$ cat config.mk
export PLATFORM = sky130hd
export DESIGN_NAME = xm_mem_access_ctrl
export DESIGN_NICKNAME = d
export VERILOG_FILES = /design/src/rtl/xm_mem_pkg.sv /design/src/rtl/mem_timeout_ctr.sv /design/src/rtl/xm_mem_access_ctrl.sv
export SDC_FILE = /design/constraint.sdc
export NUM_CORES = 1
export LEC_CHECK = 0
export BUFFER_PORTS_ARGS = -buffer_cell sky130_fd_sc_hd__buf_2
export CORE_AREA = 4 4 125 127
export DETAILED_ROUTE_END_ITERATION = 10
export DIE_AREA = 0 0 129 131
export HOLD_SLACK_MARGIN = 0.05
export PLACE_DENSITY = 0.88
export SLEW_MARGIN = 20
export SYNTH_ARGS = -nofsm -noshare
export SYNTH_HDL_FRONTEND = slang
export SYNTH_SLANG_ARGS = --single-unit
$ cat constraint.sdc
create_clock -name clk -period 7.9 [get_ports clk]
set_clock_uncertainty 0.1 [all_clocks]
set_input_delay 1.58 -clock clk [delete_from_list [all_inputs] [get_ports clk]]
set_output_delay 1.58 -clock clk [all_outputs]
set_load 0.005 [all_outputs]
$ cat src/rtl/xm_mem_pkg.sv
// Shared definitions for the execute/memory latch consumer: opcode field,
// memory opcodes and the access FSM state encoding.
package xm_mem_pkg;

   localparam int unsigned OPC_MSB = 31;
   localparam int unsigned OPC_LSB = 27;
   localparam int unsigned OPC_W   = OPC_MSB - OPC_LSB + 1;

   localparam logic [OPC_W-1:0] OP_SW = 5'b00111;
   localparam logic [OPC_W-1:0] OP_LW = 5'b01000;

   typedef enum logic [1:0] {
      IDLE = 2'd0,
      REQ  = 2'd1,
      DONE = 2'd2
   } state_e;

   // Extract the opcode field of an instruction word.
   function automatic logic [OPC_W-1:0] opcode_of(input logic [31:0] ir);
      return ir[OPC_MSB:OPC_LSB];
   endfunction

endpackage

$ cat src/rtl/mem_timeout_ctr.sv
// REQ watchdog counter for xm_mem_access_ctrl. Only present when the
// MEM_TIMEOUT_EN macro is defined; without it there is no counter logic.
`ifdef MEM_TIMEOUT_EN
module mem_timeout_ctr #(
   parameter int unsigned LIMIT = 64
) (
   input  logic clk,
   input  logic reset,
   input  logic clr,
   input  logic en,
   output logic tc_c
);

   localparam int unsigned CNT_W = (LIMIT > 2) ? $clog2(LIMIT) : 1;

   logic [CNT_W-1:0] cnt;

   // Count enabled cycles; clear has priority; hold once terminal count is hit.
   always_ff @(posedge clk or posedge reset) begin
      if (reset) begin
         cnt <= '0;
      end else if (clr) begin
         cnt <= '0;
      end else if (en && !tc_c) begin
         cnt <= cnt + CNT_W'(1);
      end
   end

   assign tc_c = (cnt == CNT_W'(LIMIT - 1));

endmodule
`endif

$ cat src/rtl/xm_mem_access_ctrl.sv
// xm_mem_access_ctrl: consumer end of the execute/memory latch. Runs a
// req/ack transaction to a variable-latency data memory for lw/sw, stalls
// the upstream latches meanwhile and loads the memory/writeback latch.
// Optional: MEM_TIMEOUT_EN adds a REQ watchdog that aborts with bus_err.
module xm_mem_access_ctrl
   import xm_mem_pkg::*;
#(
   parameter int unsigned ADDR_W      = 12,
   parameter int unsigned TIMEOUT_CYC = 64
) (
   input  logic              clk,
   input  logic              reset,
   input  logic [31:0]       xm_ir,
   input  logic [31:0]       xm_o,
   input  logic [31:0]       xm_b,
   input  logic              xm_ovf,
   output logic              stall,
   output logic              mem_req,
   output logic              mem_we,
   output logic [ADDR_W-1:0] mem_addr,
   output logic [31:0]       mem_wdata,
   input  logic              mem_ack,
   input  logic [31:0]       mem_rdata,
   output logic [31:0]       mw_ir,
   output logic [31:0]       mw_o,
   output logic [31:0]       mw_d,
   output logic              mw_ovf,
   output logic              bus_err
);

   // Elaboration guard: the watchdog needs at least two REQ cycles to count.
   if (TIMEOUT_CYC < 2) begin : g_timeout_cyc_check
      $error("xm_mem_access_ctrl: TIMEOUT_CYC must be at least 2");
   end

   state_e              state, state_nxt;
   logic                is_mem_c;
   logic                stall_c;
   logic                mem_req_nxt, mem_we_nxt;
   logic [ADDR_W-1:0]   mem_addr_nxt;
   logic [31:0]         mem_wdata_nxt;
   logic [31:0]         hold_d, hold_d_nxt;
   logic [31:0]         mw_ir_nxt, mw_o_nxt, mw_d_nxt;
   logic                mw_ovf_nxt;
   logic                timeout_c;

`ifdef MEM_TIMEOUT_EN
   logic                bus_err_nxt;
   logic                to_clr, to_en;

   // Watchdog clears outside REQ and counts REQ cycles that see no ack.
   assign to_clr = (state != REQ);
   assign to_en  = (state == REQ) && !mem_ack;

   mem_timeout_ctr #(
      .LIMIT (TIMEOUT_CYC)
   ) u_timeout_ctr (
      .clk   (clk),
      .reset (reset),
      .clr   (to_clr),
      .en    (to_en),
      .tc_c  (timeout_c)
   );

   // Abort pulse: high for exactly the DONE cycle that follows a timeout.
   always_ff @(posedge clk or posedge reset) begin
      if (reset) begin
         bus_err <= 1'b0;
      end else begin
         bus_err <= bus_err_nxt;
      end
   end
`else
   assign timeout_c = 1'b0;
   assign bus_err   = 1'b0;
`endif

   // Overflowed memory ops are demoted to plain pass-through.
   assign is_mem_c = ((opcode_of(xm_ir) == OP_SW) || (opcode_of(xm_ir) == OP_LW)) && !xm_ovf;

   // Reset forces the stall low at once so the upstream latches are not held.
   assign stall = stall_c && !reset;

   // Next-state and next-output logic for the access FSM.
   always_comb begin
      state_nxt     = state;
      stall_c       = 1'b0;
      mem_req_nxt   = mem_req;
      mem_we_nxt    = mem_we;
      mem_addr_nxt  = mem_addr;
      mem_wdata_nxt = mem_wdata;
      hold_d_nxt    = hold_d;
      mw_ir_nxt     = mw_ir;
      mw_o_nxt      = mw_o;
      mw_d_nxt      = mw_d;
      mw_ovf_nxt    = mw_ovf;
`ifdef MEM_TIMEOUT_EN
      bus_err_nxt   = 1'b0;
`endif

      unique case (state)
         IDLE: begin
            if (is_mem_c) begin
               stall_c       = 1'b1;
               state_nxt     = REQ;
               mem_req_nxt   = 1'b1;
               mem_we_nxt    = (opcode_of(xm_ir) == OP_SW);
               mem_addr_nxt  = xm_o[ADDR_W-1:0];
               mem_wdata_nxt = xm_b;
               mw_ir_nxt     = '0;
            end else begin
               mw_ir_nxt  = xm_ir;
               mw_o_nxt   = xm_o;
               mw_d_nxt   = '0;
               mw_ovf_nxt = xm_ovf;
            end
         end

         REQ: begin
            stall_c   = 1'b1;
            mw_ir_nxt = '0;
            if (mem_ack) begin
               mem_req_nxt = 1'b0;
               hold_d_nxt  = mem_we ? 32'h0 : mem_rdata;
               state_nxt   = DONE;
            end else if (timeout_c) begin
               mem_req_nxt = 1'b0;
               hold_d_nxt  = '0;
               state_nxt   = DONE;
`ifdef MEM_TIMEOUT_EN
               bus_err_nxt = 1'b1;
`endif
            end
         end

         DONE: begin
            mw_ir_nxt  = xm_ir;
            mw_o_nxt   = xm_o;
            mw_d_nxt   = hold_d;
            mw_ovf_nxt = xm_ovf;
            state_nxt  = IDLE;
         end

         default: begin
            state_nxt = IDLE;
         end
      endcase
   end

   // State, bus and memory/writeback latch registers.
   always_ff @(posedge clk or posedge reset) begin
      if (reset) begin
         state     <= IDLE;
         mem_req   <= 1'b0;
         mem_we    <= 1'b0;
         mem_addr  <= '0;
         mem_wdata <= '0;
         hold_d    <= '0;
         mw_ir     <= '0;
         mw_o      <= '0;
         mw_d      <= '0;
         mw_ovf    <= 1'b0;
      end else begin
         state     <= state_nxt;
         mem_req   <= mem_req_nxt;
         mem_we    <= mem_we_nxt;
         mem_addr  <= mem_addr_nxt;
         mem_wdata <= mem_wdata_nxt;
         hold_d    <= hold_d_nxt;
         mw_ir     <= mw_ir_nxt;
         mw_o      <= mw_o_nxt;
         mw_d      <= mw_d_nxt;
         mw_ovf    <= mw_ovf_nxt;
      end
   end

endmodule

==> results of run 1 <==
==> worst min path at each step <==
stage                         start   endpoint
after floorplan           hold_d[0]  hold_d[0]
after global placement    mw_ir[15]  mw_ir[15]
after detailed placement  hold_d[3]  hold_d[3]
after CTS                 hold_d[3]  hold_d[3]
after global routing      hold_d[3]  hold_d[3]
final                     mw_ir[13]  mw_ir[13]
==> layer usage <==
metal	vias up	share of wire	track usage
li1	2383	-	-
met1	2477	0.41	0.2567
met2	196	0.51	0.3402
met3	14	0.076	0.05894
met4	0	0.0097	0.05930
met5	-	0	0
==> cells by family (layout without fill, tap and decap cells) <==
| kind of cell | Yosys count | in the layout | share of synthesized area |
|---|---|---|---|
| flops | 177 | 177 | 0.6281 |
| simple gates | 138 | 138 | 0.1011 |
| compound gates | 110 | 110 | 0.1004 |
| mux | 76 | 76 | 0.1304 |
| buf+inv | 41 | 315 | 0.03229 |
| fa+ha+maj | 4 | 4 | 0.007098 |
| other cells | 1 | 1 | 0.0005318 |
==> final cells by class <==
class                   count  area [um^2]
clock buffers              18        429.2
inverters                   5        23.77
fillers                  1108         5315
well taps                 184        230.2
flip-flops and latches    177         4429
multi-input cells         329         2420
repair buffers            278         1399
clock inverters            14        177.7
==> state kept, by name, indices dropped and copies added (netlist names), 2 cells and up <==
register   cells
hold_d        32
mem_addr      12
mem_wdata     32
mw_d          32
mw_ir         32
mw_o          32
state          2
==> through the flow <==
step	instance area [um^2]	hold slack, ns	util	setup slack (ns)	instances
2_1_floorplan	7052	0.3502	-	1.418	547
3_3_place_gp	8493	0.3621	0.5888	3.259	973
3_5_place_dp	8493	0.3713	0.5888	3.241	973
4_1_cts	9100	0.3861	0.6309	3.237	1005
5_1_grt	9109	0.3986	0.6315	3.162	1005
6_report	9109	0.3828	0.6315	3.267	1005
==> critical path, delay by kind of cell <==
kind / cells / cell delay, ns
buffers and inverters: 3 / 0.83
AND/OR/NAND/NOR: 1 / 0.23
AO/OA/AOI/OAI: 2 / 0.31
==> layout by cell type, fill, tap and decap left out, types with 2 or more instances in the layout <==
cell type,n
clkbuf_16,17
inv_6,5
o21ai_1,3
mux2_2,59
nand2b_1,65
clkinv_2,2
mux2_4,17
clkinvlp_4,3
inv_1,4
o21ai_4,2
a22o_1,32
buf_2,275
ha_1,3
nand2_1,67
bufinv_16,3
nor2_1,2
dfrtp_1,177
o21ai_0,66
buf_4,3
==> power by group through the flow <==
stage	Sequential (W)	Clock, W	Combinational (W)
final	0.00147	0.000863	0.000948
after global routing	0.00150	0.000914	0.00105
after CTS	0.00146	0.000876	0.000963
after detailed placement	0.00147	0	0.000963
after global placement	0.00145	0	0.000924
after floorplan	0.00147	0	0.000507
==> results by group, run 1 <==
Run status
  • Outcome: finished clean

Layout
  • Final nets: 944
  • Layout area overhead: 29.17%
  • # diodes: 0
  • Layout cells sized above 1: 0.4811

Die
  • Die Ht: 131 um
  • Cell row count: 44
  • Die width: 129 um
  • Die area: 16900 um^2
  • Initial Util: 0.4889
  • Core outline area: 14420 um^2
  • IO Pins: 277

Min path
  • Min-Delay Path Class: flip-flop to flip-flop
  • Worst hold stages: 2

Critical path
  • FF-to-FF Start: state[1]
  • CP peak stage delay: 0.55 ns
  • Startpoint types: primary input
  • CP dominant cell by count: buf_2
  • Critical Path RT: 6.22 ns
  • Critical Path Slowest Stage Cell: buf_4
  • CP Capture Type: primary output
  • Critical path peak fanout: 50
  • Reg2Reg Depth: 7
  • Crit path from: xm_ir[27]
  • Critical Path AT: 2.95 ns
  • RR Endpoint: mw_o[23]
  • Worst Setup EP: stall
  • FF-to-FF setup slack: 4.86 ns
  • Setup CP Type: primary input to primary output
  • Ordered list of cells on the worst path: buf_2, and4b_4, o211ai_4, buf_4, a21oi_1, buf_2

Power and ir drop
  • Cell area power density: 359.7 nW/um^2
  • Sw frac: 0.3107
  • Sequential Power Share: 0.447
  • Sw power: 0.001018 W
  • Combinational Power Share: 0.289
  • Power Internal: 0.002258 W
  • Clock power share: 0.263
  • Peak VDD IR: 0.2047 mV
  • Tot Pwr: 0.003277 W
  • Pleak: 4.726 nW

Synth
  • Synth top area share: 0.6281
  • Cells after synthesis: 547
  • Yosys warning count: 0
  • Number of synthesized flops with an enable pin: 0
  • Main flop type after synthesis: dfrtp_1
  • Post-synth top cells: dfrtp_1 (177), nand2_1 (68), o21ai_0 (66), nand2b_1 (65), mux2_2 (59)
  • Cell with the most instances after synthesis: dfrtp_1
  • Post-Syn Area: 7052 um^2
  • Post-synth cell types: 28
  • FF+latch count, synth: 177
  • Top cells by area, synth: dfrtp_1 (63%), mux2_2 (9.4%), nand2b_1 (5.8%)
  • Dominant cell type by area after synthesis: dfrtp_1
  • Syn_area_per_cell: 12.89 um^2
  • FFs w/ async S/R, synth: 1.000
  • Sequential share of the synthesized area: 0.6281
  • Syn_nets: 683

Timing
  • Tcrit/Tclk final: 0.5865
  • Fin Setup TNS: 0 ns
  • RSZ-0062 raised after global routing: false
  • Max Slew Vio Count: 0
  • Final min period: 4.633 ns
  • Slew margin rel.: 0.3351
  • Setup violations, final: 0
  • Max frequency: 0.2158 GHz
  • Fin. Hold Viols: 0
  • Tightest Pin Transition: 0.9938 ns

Routing
  • Via Count: 5070
  • Antenna-violating nets left: 0
  • 1st-iter DRT viols: 279
  • DRC: 0
  • Pre-Repair DR Iteration Count: 4
  • DR WL/cell: 17.18 um
  • Drt total wl: 17270 um
  • Vias per cell: 5.045

Clock tree
  • CTS tree: built
  • Max Root-Sink Buffers: 2
  • Clock sink total: 177
  • Cts repair resizes: 0
  • Hold-fix buffers at CTS: 0
  • H-tree depth: 4
  • Root buf cell: clkbuf_16
  • Total CTS buffers: 17
  • Worst-Skew Late Latency: 0.41 ns
  • Clock transition at path regs: 0.06 ns
  • Post-CTS Repair Setup Buffers: 0

Global routing
  • Tot GR Track Use: 0.2024
  • Grt ovf: 0
  • Initial antenna violation count: 0
  • First-pass GRT wire length: 26780 um
  • Vias in the first global route: 5238
  • Largest net degree at the start of global routing: 111

Placed design
  • PortBufs: 275
  • Hpwl dp: 12400 um
  • Gp weighted congestion: 0.7938

Job
  • Number of max-cap violations: 0
Note: power is estimated with default switching activity, not from simulation.
==> inputs of run 2 (changes only) <==
Settings changed: ABC_AREA set to 1, CORE_AREA 4 4 125 127 to 4 4 133 135, DIE_AREA 0 0 129 131 to 0 0 137 139, PLACE_DENSITY 0.88 to 0.83.
Clock period 7.9 ns to 4.25 ns, I/O delays scaled along.
==> run 2 against run 1 <==
Net effect:
- count of clock-buffer cells in the layout decreased by 1
- die area grew 13%
- synthesized cell count increased by 46%
- cell count rose by 28%
- clock power rose by 82%
- total power up 93%
- combinational power increased by 110%
- via count up 21%
- wire length rose by 10%
- design area rose by 0.89%
- critical path type unchanged
- critical endpoint unchanged
- largest cell class unchanged
==> results by group, run 2 <==
Run status
  • Outcome: finished clean

Placed design
  • Gp weighted congestion: 0.8101
  • PortBufs: 275
  • Hpwl dp: 13390 um
  • Pre-CTS setup slack: 1.357 ns

Critical path
  • Setup CP Type: primary input to primary output
  • Critical Path AT: 1.70 ns
  • RR Endpoint: mw_ir[7]
  • Critical Path Slowest Stage Cell: buf_2
  • Reg2Reg Depth: 6
  • Top cell family by delay on the critical path: simple AND/OR/NAND/NOR gates
  • Ordered list of cells on the worst path: buf_2, nand2_1, nor2_1, nand2_1, nand2_2, nand3_4, a21oi_1, buf_2
  • Critical Path RT: 3.30 ns
  • FF-to-FF setup slack: 1.68 ns
  • CP Capture Type: primary output
  • CP peak stage delay: 0.18 ns
  • Critical path peak fanout: 3
  • Startpoint types: primary input
  • Buffer and inverter count on the worst path: 2
  • FF-to-FF Start: state[0]

Power and ir drop
  • Pleak: 5.244 nW
  • Peak VDD IR: 0.2992 mV
  • Cell area power density: 689.5 nW/um^2

Global routing
  • Grt ovf: 0
  • First-pass GRT wire length: 30060 um
  • Tot GR Track Use: 0.1976
  • Largest net degree at the start of global routing: 66
  • Vias in the first global route: 6053
  • Initial antenna violation count: 0

Synth
  • Main flop type after synthesis: dfrtp_1
  • Cell with the most instances after synthesis: nand2_1
  • Post-Syn Area: 7123 um^2
  • Syn_area_per_cell: 8.915 um^2
  • Cells after synthesis: 799
  • Dominant cell type by area after synthesis: dfrtp_1
  • Synth top area share: 0.6218
  • Top cells by area, synth: dfrtp_1 (62%), nand2_1 (20%), nand3_1 (6.8%)
  • Yosys warning count: 0
  • FFs w/ async S/R, synth: 1.000
  • Number of synthesized flops with an enable pin: 0
  • FF+latch count, synth: 177
  • Sequential share of the synthesized area: 0.6218
  • Post-synth top cells: nand2_1 (375), dfrtp_1 (177), nand3_1 (97), o21ai_0 (64), clkbuf_1 (19)
  • Post-synth cell types: 20
  • Syn_nets: 935

Layout
  • Commonest non-fill, non-tap cell in the layout: nand2_1
  • # diodes: 0
  • Layout cells sized above 1: 0.3060
  • Commonest cells after routing, fill and taps aside: nand2_1 (374), buf_2 (275), dfrtp_1 (177)
  • Final nets: 1185
  • Fill count: 1493
  • Layout area overhead: 29.02%

Clock tree
  • Post-CTS Repair Setup Buffers: 0
  • CTS tree: built
  • Hold-fix buffers at CTS: 0
  • Clock transition at path regs: 0.07 ns
  • H-tree depth: 4
  • Worst-Skew Late Latency: 0.42 ns
  • Root buf cell: clkbuf_16
  • Total CTS buffers: 17
  • Cts repair resizes: 0
  • Clock sink total: 177
  • Max Root-Sink Buffers: 2

Routing
  • Pre-Repair DR Iteration Count: 5
  • DR WL/cell: 14.88 um
  • Antenna-violating nets left: 0
  • Vias per cell: 4.803
  • 1st-iter DRT viols: 342
  • Drt total wl: 19070 um
  • DRC: 0
  • Via Count: 6157

Min path
  • Terminating pin of the worst hold path: mw_o[31]
  • Min-Delay Path Class: flip-flop to flip-flop
  • Hold path start: mw_o[31]
  • Worst hold stages: 2

Timing
  • RSZ-0062 raised after global routing: false
  • Max frequency: 0.3768 GHz
  • Fin. Hold Viols: 0
  • Hold Slack: 0.3667 ns
  • Max Slew Vio Count: 0
  • Tightest Pin Transition: 1.039 ns
  • Final min period: 2.654 ns
  • Slew margin rel.: 0.3049
  • Fin Setup TNS: 0 ns
  • Setup violations, final: 0
  • Tcrit/Tclk final: 0.6244
  • Setup ws final: 1.596 ns

Die
  • Die Ht: 139 um
  • IO Pins: 277
  • Die area: 19040 um^2
  • Core outline area: 16470 um^2
  • Die width: 137 um
  • Cell row count: 47
  • Initial Util: 0.4326

Job
  • Number of max-cap violations: 0
[run 2: worst max path at each step]
stage / from / end / depth (start not counted)
global route: state[0] / mw_ir[1] / 6
global placement: state[0] / mw_ir[27] / 4
CTS: xm_ir[28] / stall / 8
detailed placement: xm_ir[29] / mw_d[24] / 10
floorplan: reset / hold_d[0] / 1
finish: xm_ir[28] / stall / 8
[run 2: worst min-delay path, stage by stage, from the launching register on]
cell     delay [ns]
dfrtp_1        0.34
nand2_1        0.05
nand2_1        0.04
[run 2: kinds of logic after synthesis]
group                    after synthesis  share of synthesized area
AND/OR/NAND/NOR                      483                     0.2742
buffers and inverters                 69                    0.05076
other                                  1                  0.0005265
flip-flops                           177                     0.6218
AO/OA/AOI/OAI                         65                    0.04567
adder cells (fa/ha/maj)                4                   0.007026
[run 2: layer usage]
layer | routed length (um) | share of wire | global-route usage | vias up
met3 | 1351 | 0.071 | 0.05080 | 19
met2 | 9272 | 0.49 | 0.3284 | 217
met5 | 0 | 0 | 0 | -
li1 | - | - | - | 3030
met1 | 8195 | 0.43 | 0.2567 | 2891
met4 | 255 | 0.013 | 0.05305 | 0
[run 2: power by group]
part	switching (W)	internal, W	total [W]
clock network	0.000690	0.000885	0.00157
logic	0.00115	0.000824	0.00198
registers	0.000392	0.00239	0.00278
[run 2: layout make-up]
type | instances | area [um^2] | area share
clock buffers | 17 | 425.4 | 0.04629
clock inverters | 15 | 175.2 | 0.01906
inverters | 14 | 56.30 | 0.006127
multi-input cells | 553 | 2345 | 0.2551
flip-flops and latches | 177 | 4429 | 0.4820
well taps | 220 | 275.3 | 0.02995
repair buffers | 286 | 1484 | 0.1615
[run 2: per-stage QoR]
stage               power (W)  instance area [um^2]  utilization  cells
CTS                  0.006420                  9190       0.5581   1282
global placement     0.004733                  8587       0.5215   1250
global route         0.006823                  9190       0.5581   1282
finish               0.006337                  9190       0.5581   1282
detailed placement   0.004823                  8589       0.5217   1250
floorplan            0.003891                  7127            -    799
